## config.mk

```make
export PLATFORM = sky130hd
export DESIGN_NAME = complex_alu_seq
export DESIGN_NICKNAME = d
export VERILOG_FILES = /design/src/rtl/complex_alu_seq.sv
export SDC_FILE = /design/constraint.sdc
export NUM_CORES = 1
export LEC_CHECK = 0
export CAP_MARGIN = 10
export CORE_MARGIN = 2
export CORE_UTILIZATION = 58
export DETAILED_ROUTE_END_ITERATION = 7
export GPL_TIMING_DRIVEN = 0
export PLACE_DENSITY = 0.8
export SYNTH_ARGS = -nofsm -noshare
export SYNTH_HDL_FRONTEND = slang
export SYNTH_SLANG_ARGS = --single-unit
```

## constraint.sdc

```tcl
create_clock -name clock -period 10.26 [get_ports clock]
set_input_delay 1.539 -clock clock [delete_from_list [all_inputs] [get_ports clock]]
set_output_delay 1.539 -clock clock [all_outputs]
set_load 0.005 [all_outputs]
```

## src/rtl/complex_alu_seq.sv

```systemverilog
// Sequential complex-number ALU. All products go through one shared WxW signed multiplier, with a start/busy/done handshake.
// Build option: define CALU_SAT_EN to clamp out-of-range components instead of wrapping them.
//
// state | meaning
// IDLE  | waiting for start; operands and opcode captured on acceptance
// EXEC  | simple ops write the result; multiply ops clear the accumulators
// MUL   | one product accumulated per cycle
// WB    | scale by FRAC, reduce to W bits, write the result

module complex_alu_seq #(
  parameter int W    = 16,
  parameter int FRAC = 8
) (
  input  logic           clock,
  input  logic           reset,
  input  logic           start,
  input  logic [3:0]     opr,
  input  logic [2*W-1:0] inA,
  input  logic [2*W-1:0] inB,
  output logic           busy,
  output logic           done,
  output logic [2*W-1:0] outAB,
  output logic           ovf,
  output logic           err
);

  localparam logic [3:0] OP_PASS_A = 4'b0000;
  localparam logic [3:0] OP_PASS_B = 4'b0001;
  localparam logic [3:0] OP_ADD    = 4'b0010;
  localparam logic [3:0] OP_SUB    = 4'b0011;
  localparam logic [3:0] OP_CMUL   = 4'b0100;
  localparam logic [3:0] OP_EMUL   = 4'b0110;
  localparam logic [3:0] OP_EQ     = 4'b1000;
  localparam logic [3:0] OP_CONJ   = 4'b1011;

  localparam logic signed [2*W:0] MAX_V = {{(W+2){1'b0}}, {(W-1){1'b1}}};
  localparam logic signed [2*W:0] MIN_V = {{(W+2){1'b1}}, {(W-1){1'b0}}};

  typedef enum logic [1:0] {S_IDLE, S_EXEC, S_MUL, S_WB} state_t;

  state_t              state_q, state_d;
  logic [2*W-1:0]      a_q, a_d, b_q, b_d;
  logic [3:0]          opr_q, opr_d;
  logic [1:0]          step_q, step_d;
  logic signed [2*W:0] acc_re_q, acc_re_d, acc_im_q, acc_im_d;
  logic [2*W-1:0]      out_q, out_d;
  logic                done_q, done_d, ovf_q, ovf_d, err_q, err_d;

  logic [W-1:0] ar, ai, br, bi;
  assign ar = a_q[2*W-1:W];
  assign ai = a_q[W-1:0];
  assign br = b_q[2*W-1:W];
  assign bi = b_q[W-1:0];

  function automatic logic signed [2*W:0] sx(input logic [W-1:0] x);
    return {{(W+1){x[W-1]}}, x};
  endfunction

  // Returns {overflow, W-bit component}.
  function automatic logic [W:0] reduce(input logic signed [2*W:0] v);
    logic         fits;
    logic [W-1:0] r;
    fits = (v <= MAX_V) && (v >= MIN_V);
    if (fits) begin
      r = v[W-1:0];
    end else begin
`ifdef CALU_SAT_EN
      r = v[2*W] ? MIN_V[W-1:0] : MAX_V[W-1:0];
`else
      r = v[W-1:0];
`endif
    end
    return {~fits, r};
  endfunction

  // Operand select for the shared multiplier, indexed by MUL step.
  logic [W-1:0]          mul_a, mul_b;
  logic signed [2*W-1:0] prod;
  logic signed [2*W:0]   prod_x;

  always_comb begin
    mul_a = ar;
    mul_b = br;
    case (step_q)
      2'd1:    begin mul_a = ai; mul_b = bi; end
      2'd2:    begin mul_a = ar; mul_b = bi; end
      2'd3:    begin mul_a = ai; mul_b = br; end
      default: ;
    endcase
  end

  assign prod   = $signed({{W{mul_a[W-1]}}, mul_a}) * $signed({{W{mul_b[W-1]}}, mul_b});
  assign prod_x = {prod[2*W-1], prod};

  // Per-component pre-reduction values, shared by EXEC and WB.
  logic signed [2*W:0] re_x, im_x;
  logic [W:0]          red_re, red_im;

  always_comb begin
    re_x = '0;
    im_x = '0;
    if (state_q == S_WB) begin
      re_x = acc_re_q >>> FRAC;
      im_x = acc_im_q >>> FRAC;
    end else begin
      case (opr_q)
        OP_PASS_A: begin re_x = sx(ar);          im_x = sx(ai);          end
        OP_PASS_B: begin re_x = sx(br);          im_x = sx(bi);          end
        OP_ADD:    begin re_x = sx(ar) + sx(br); im_x = sx(ai) + sx(bi); end
        OP_SUB:    begin re_x = sx(ar) - sx(br); im_x = sx(ai) - sx(bi); end
        OP_CONJ:   begin re_x = sx(ar);          im_x = -sx(ai);         end
        default:   ;
      endcase
    end
  end

  assign red_re = reduce(re_x);
  assign red_im = reduce(im_x);

  logic       is_mul;
  logic [1:0] last_step;
  assign is_mul    = (opr_q == OP_CMUL) || (opr_q == OP_EMUL);
  assign last_step = (opr_q == OP_EMUL) ? 2'd1 : 2'd3;

  always_comb begin
    state_d  = state_q;
    a_d      = a_q;
    b_d      = b_q;
    opr_d    = opr_q;
    step_d   = step_q;
    acc_re_d = acc_re_q;
    acc_im_d = acc_im_q;
    out_d    = out_q;
    ovf_d    = ovf_q;
    err_d    = err_q;
    done_d   = 1'b0;
    case (state_q)
      S_IDLE: begin
        if (start) begin
          a_d     = inA;
          b_d     = inB;
          opr_d   = opr;
          state_d = S_EXEC;
        end
      end
      S_EXEC: begin
        if (is_mul) begin
          acc_re_d = '0;
          acc_im_d = '0;
          step_d   = '0;
          state_d  = S_MUL;
        end else begin
          done_d  = 1'b1;
          state_d = S_IDLE;
          ovf_d   = 1'b0;
          err_d   = 1'b0;
          case (opr_q)
            OP_PASS_A, OP_PASS_B, OP_ADD, OP_SUB, OP_CONJ: begin
              out_d = {red_re[W-1:0], red_im[W-1:0]};
              ovf_d = red_re[W] | red_im[W];
            end
            OP_EQ:   out_d = {{(2*W-1){1'b0}}, (a_q == b_q)};
            default: begin
              out_d = '0;
              err_d = 1'b1;
            end
          endcase
        end
      end
      S_MUL: begin
        step_d = step_q + 2'd1;
        if (opr_q == OP_CMUL) begin
          case (step_q)
            2'd0:    acc_re_d = acc_re_q + prod_x;
            2'd1:    acc_re_d = acc_re_q - prod_x;
            default: acc_im_d = acc_im_q + prod_x;
          endcase
        end else if (step_q == 2'd0) begin
          acc_re_d = acc_re_q + prod_x;
        end else begin
          acc_im_d = acc_im_q + prod_x;
        end
        if (step_q == last_step) state_d = S_WB;
      end
      S_WB: begin
        out_d   = {red_re[W-1:0], red_im[W-1:0]};
        ovf_d   = red_re[W] | red_im[W];
        err_d   = 1'b0;
        done_d  = 1'b1;
        state_d = S_IDLE;
      end
      default: state_d = S_IDLE;
    endcase
  end

  always_ff @(posedge clock) begin
    if (reset) begin
      state_q  <= S_IDLE;
      a_q      <= '0;
      b_q      <= '0;
      opr_q    <= '0;
      step_q   <= '0;
      acc_re_q <= '0;
      acc_im_q <= '0;
      out_q    <= '0;
      done_q   <= 1'b0;
      ovf_q    <= 1'b0;
      err_q    <= 1'b0;
    end else begin
      state_q  <= state_d;
      a_q      <= a_d;
      b_q      <= b_d;
      opr_q    <= opr_d;
      step_q   <= step_d;
      acc_re_q <= acc_re_d;
      acc_im_q <= acc_im_d;
      out_q    <= out_d;
      done_q   <= done_d;
      ovf_q    <= ovf_d;
      err_q    <= err_d;
    end
  end

  assign busy  = (state_q != S_IDLE);
  assign done  = done_q;
  assign outAB = out_q;
  assign ovf   = ovf_q;
  assign err   = err_q;

endmodule

```

==> flow_summary.json <==
{
  "yosysSeqAreaShare_pct": 13.8,
  "drive_gt1_share_pct": 5.76,
  "reg2reg_from": "step_q[0]$_SDFFE_PP0P_",
  "synth_ff_type": "dfxtp_1",
  "path_clk_slew_ps": 90,
  "ys_types": 98,
  "finalCriticalPeriod_ps": 10070,
  "crit_fanout": 10,
  "syn_to_final_growth_pct": 12.3,
  "hold_buffers": 0,
  "ir_worst_vdd_v": 0.000120,
  "stdcell_count": 3922,
  "synth-async-reset-ratio_pct": 0,
  "nets": 3892,
  "grt_use_total_pct": 42.6,
  "critPathLaunchType": "flip-flop",
  "max-cap-violations": 0,
  "finalHoldViolCount": 0,
  "cts_max_level": 4,
  "cp_slowest_cell": "mux2i_2",
  "clkLatencyLatePin_ps": 500,
  "hpwl_um": 76900,
  "coreArea_um2": 43000,
  "crit_required_ps": 10690,
  "drt-wirelength-per-cell_um": 24.5,
  "finalSetupViolCount": 0,
  "antenna_found_initial": 5,
  "cts_sinks": 173,
  "grt_max_degree": 22,
  "synth_top_area_share_pct": 21.3,
  "p_sw_share_pct": 47.4,
  "max_freq_mhz": 99.3,
  "regToRegSetupSlack_ps": 190,
  "grt_pass1_wl_um": 142000,
  "syn_area_um2": 25200,
  "p_sw_mw": 1.45,
  "startpoint": "step_q[0]$_SDFFE_PP0P_",
  "synth_area_leaders": "fa_1, dfxtp_1, ha_1",
  "cts_tree": "built",
  "firstDrtPassIters": 7,
  "worstPathArrival_ps": 10500,
  "die_w_um": 212,
  "synth_nets": 3752,
  "p_int_mw": 1.61,
  "finalClockSkew_ps": 13.5,
  "hold_end": "outAB[3]$_SDFFE_PP0P_",
  "hold_path_depth": 2,
  "power.total_mw": 3.07,
  "synthCells": 3181,
  "synth_edf_count": 0,
  "viasPerCell": 6.42,
  "rows": 76,
  "rr_endpoint": "acc_im_q[32]$_SDFFE_PP0P_",
  "worst_slew_pin_slew_ps": 1240,
  "vias": 25200,
  "hold_start": "outAB[3]$_SDFFE_PP0P_",
  "grt_pass1_vias": 23900,
  "fp.dieH_um": 212,
  "slew_violations": 0,
  "cpMostUsedCell": "fa_1",
  "ys_seq_elements": 173,
  "wirelength_um": 96100,
  "die_area_um2": 45100,
  "max_slew_margin_pct": 16.4,
  "finalCritPeriodShare_pct": 98.2,
  "place.gp.congestion": 1.05,
  "p_comb_share_pct": 52.1,
  "fillers": 3730,
  "r2r_cells": 34,
  "synth_top_cell_by_area": "fa_1",
  "seqPwrFrac_pct": 24.6,
  "initialDrtViolationCount": 2996,
  "io_buffers": 106,
  "status": "completed",
  "clock_power_share_pct": 23.3,
  "synth_warnings": 0,
  "rsz0062_at_grt": "yes",
  "hold_class": "flip-flop to flip-flop",
  "cts_made_buffers": 17,
  "worstSetupEndpointType": "flip-flop",
  "crit_type": "flip-flop to flip-flop",
  "postRouteAntennaNets": 0,
  "grt-ovfl-total": 0,
  "io_pins": 107,
  "p_leak_nw": 12.5,
  "powerDensity_nw_per_um2": 109,
  "post-place-cells": 3875,
  "syn_avg_cell_area_um2": 7.91,
  "clockBufferDepth": 2,
  "cts_root_buf": "clkbuf_16",
  "cpPeakStageDelay_ps": 830,
  "initial_core_util_pct": 58.5,
  "drc": 0
}
==> synth_stat cells (10+ instances only) <==
| cell | n |
|---|---|
| clkbuf_1 | 142 |
| nor2_1 | 327 |
| o21ai_0 | 139 |
| a222oi_1 | 16 |
| or3_1 | 22 |
| inv_1 | 401 |
| nand2b_1 | 27 |
| nand3_1 | 38 |
| nor4_1 | 22 |
| nand2_1 | 380 |
| nor3_1 | 61 |
| a221oi_1 | 25 |
| ha_1 | 232 |
| a22oi_1 | 32 |
| a31oi_1 | 18 |
| a21oi_1 | 235 |
| o21a_1 | 22 |
| xnor2_1 | 102 |
| o21bai_1 | 23 |
| xor2_1 | 42 |
| a21o_1 | 44 |
| nand4_1 | 19 |
| nor2b_1 | 27 |
| a211oi_1 | 27 |
| and3_1 | 10 |
| o21ai_1 | 11 |
| mux2_2 | 26 |
| o211ai_1 | 26 |
| dfxtp_1 | 173 |
| mux2i_1 | 37 |
| o31ai_1 | 19 |
| or2_2 | 10 |
| fa_1 | 268 |
==> cell families after synthesis <==
kind of cell / Yosys count / synth area share, %
simple gates: 995 / 17.6
compound gates: 751 / 19.6
buf+inv: 555 / 8.43
fa+ha+maj: 500 / 32.9
flops: 173 / 13.8
xor+xnor: 144 / 5.01
mux: 63 / 2.64
==> state kept, by name, summed over array words and instances (netlist names), named ones only <==
signal / flops
done: 1
acc_im_q: 33
acc_re_q: 33
err: 1
outAB: 32
b_q: 32
ovf: 1
a_q: 32
step_q: 2
opr_q: 4
state_q: 1
==> layout make-up <==
| class | count | area [µm²] | share of cell area, % |
|---|---|---|---|
| timing repair buffer | 125 | 1220 | 4.33 |
| antenna | 3 | 7.51 | 0.0266 |
| tap | 585 | 732 | 2.59 |
| clock buffer | 17 | 425 | 1.51 |
| multi-input combinational | 2454 | 20000 | 70.9 |
| clock inverter | 15 | 200 | 0.709 |
| inverter | 402 | 1510 | 5.34 |
| buffer | 148 | 668 | 2.37 |
| sequential | 173 | 3460 | 12.3 |
==> power by group through the flow <==
stage	registers [mW]	logic (mW)	clock network, mW
4_1_cts	0.749	1.50	0.717
6_report	0.755	1.60	0.713
3_5_place_dp	0.764	1.46	0
5_1_grt	0.754	1.71	0.737
2_1_floorplan	0.735	0.989	0
3_3_place_gp	0.764	1.43	0
==> worst max path at each step <==
stage                           endpoint  slack [ps]  cells past startpoint
2_1_floorplan  acc_re_q[31]$_SDFFE_PP0P_         590                     36
3_3_place_gp   acc_re_q[27]$_SDFFE_PP0P_       -2080                     35
4_1_cts        acc_re_q[29]$_SDFFE_PP0P_          10                     35
5_1_grt        acc_im_q[32]$_SDFFE_PP0P_         -40                     34
3_5_place_dp   acc_re_q[27]$_SDFFE_PP0P_       -1890                     35
6_report       acc_im_q[32]$_SDFFE_PP0P_         190                     34
==> worst max-delay path, delay by kind of cell, from the launching register on <==
| kind | cells | cell delay, ps |
|---|---|---|
| xor gates and xnor gates | 1 | 140 |
| adders and majority gates | 8 | 3840 |
| buffers and inverters | 8 | 1470 |
| and+or+nand+nor | 9 | 1800 |
| DFF | 1 | 350 |
| AOI/OAI and AO/OA | 7 | 1550 |
| muxes | 1 | 830 |
==> stage by stage <==
stage | cell area [µm²] | utilization (%) | hold WS (ps) | TNS (ps) | worst slack, ps
after global routing | 28200 | 65.7 | 497 | -145 | -39.7
final | 28200 | 65.7 | 479 | 0 | 187
after detailed placement | 27000 | 62.8 | 462 | -42880 | -1890
after CTS | 27900 | 64.8 | 474 | 0 | 9.60
after global placement | 27000 | 62.7 | 445 | -47580 | -2080
after floorplan | 25200 | - | 436 | 0 | 587
==> timing repair <==
action,4_1_cts,5_1_grt
setup buffers,0,16
endpoints found under the setup margin,39,16
pin swaps,0,7
gates cloned,0,1
gates resized for setup,51,59
==> routing by layer <==
layer / GRT usage [%] / vias up / routed length [µm]
met4: 26.1 / 4 / 6660
met1: 55.1 / 12200 / 36000
met2: 64.9 / 1612 / 41800
met3: 9.93 / 332 / 11600
li1: - / 11000 / -
met5: 0 / - / 22
==> placed cells by master, fill, tap and decap left out, types with 27 or more instances in the layout <==
master / synthesis / final
nor3_1: 61 / 61
nand2_1: 380 / 379
a21oi_1: 235 / 232
nand2b_1: 27 / 27
nand3_1: 38 / 38
ha_1: 232 / 227
clkdlybuf4s50_1: 0 / 106
xor2_1: 42 / 34
a21o_1: 44 / 44
a211oi_1: 27 / 27
inv_1: 401 / 401
nor2_1: 327 / 326
a22oi_1: 32 / 32
nor2b_1: 27 / 27
fa_1: 268 / 267
xnor2_1: 102 / 96
o21ai_0: 139 / 139
dfxtp_1: 173 / 173
clkbuf_1: 142 / 124
Power figures use the tool's default switching activity.
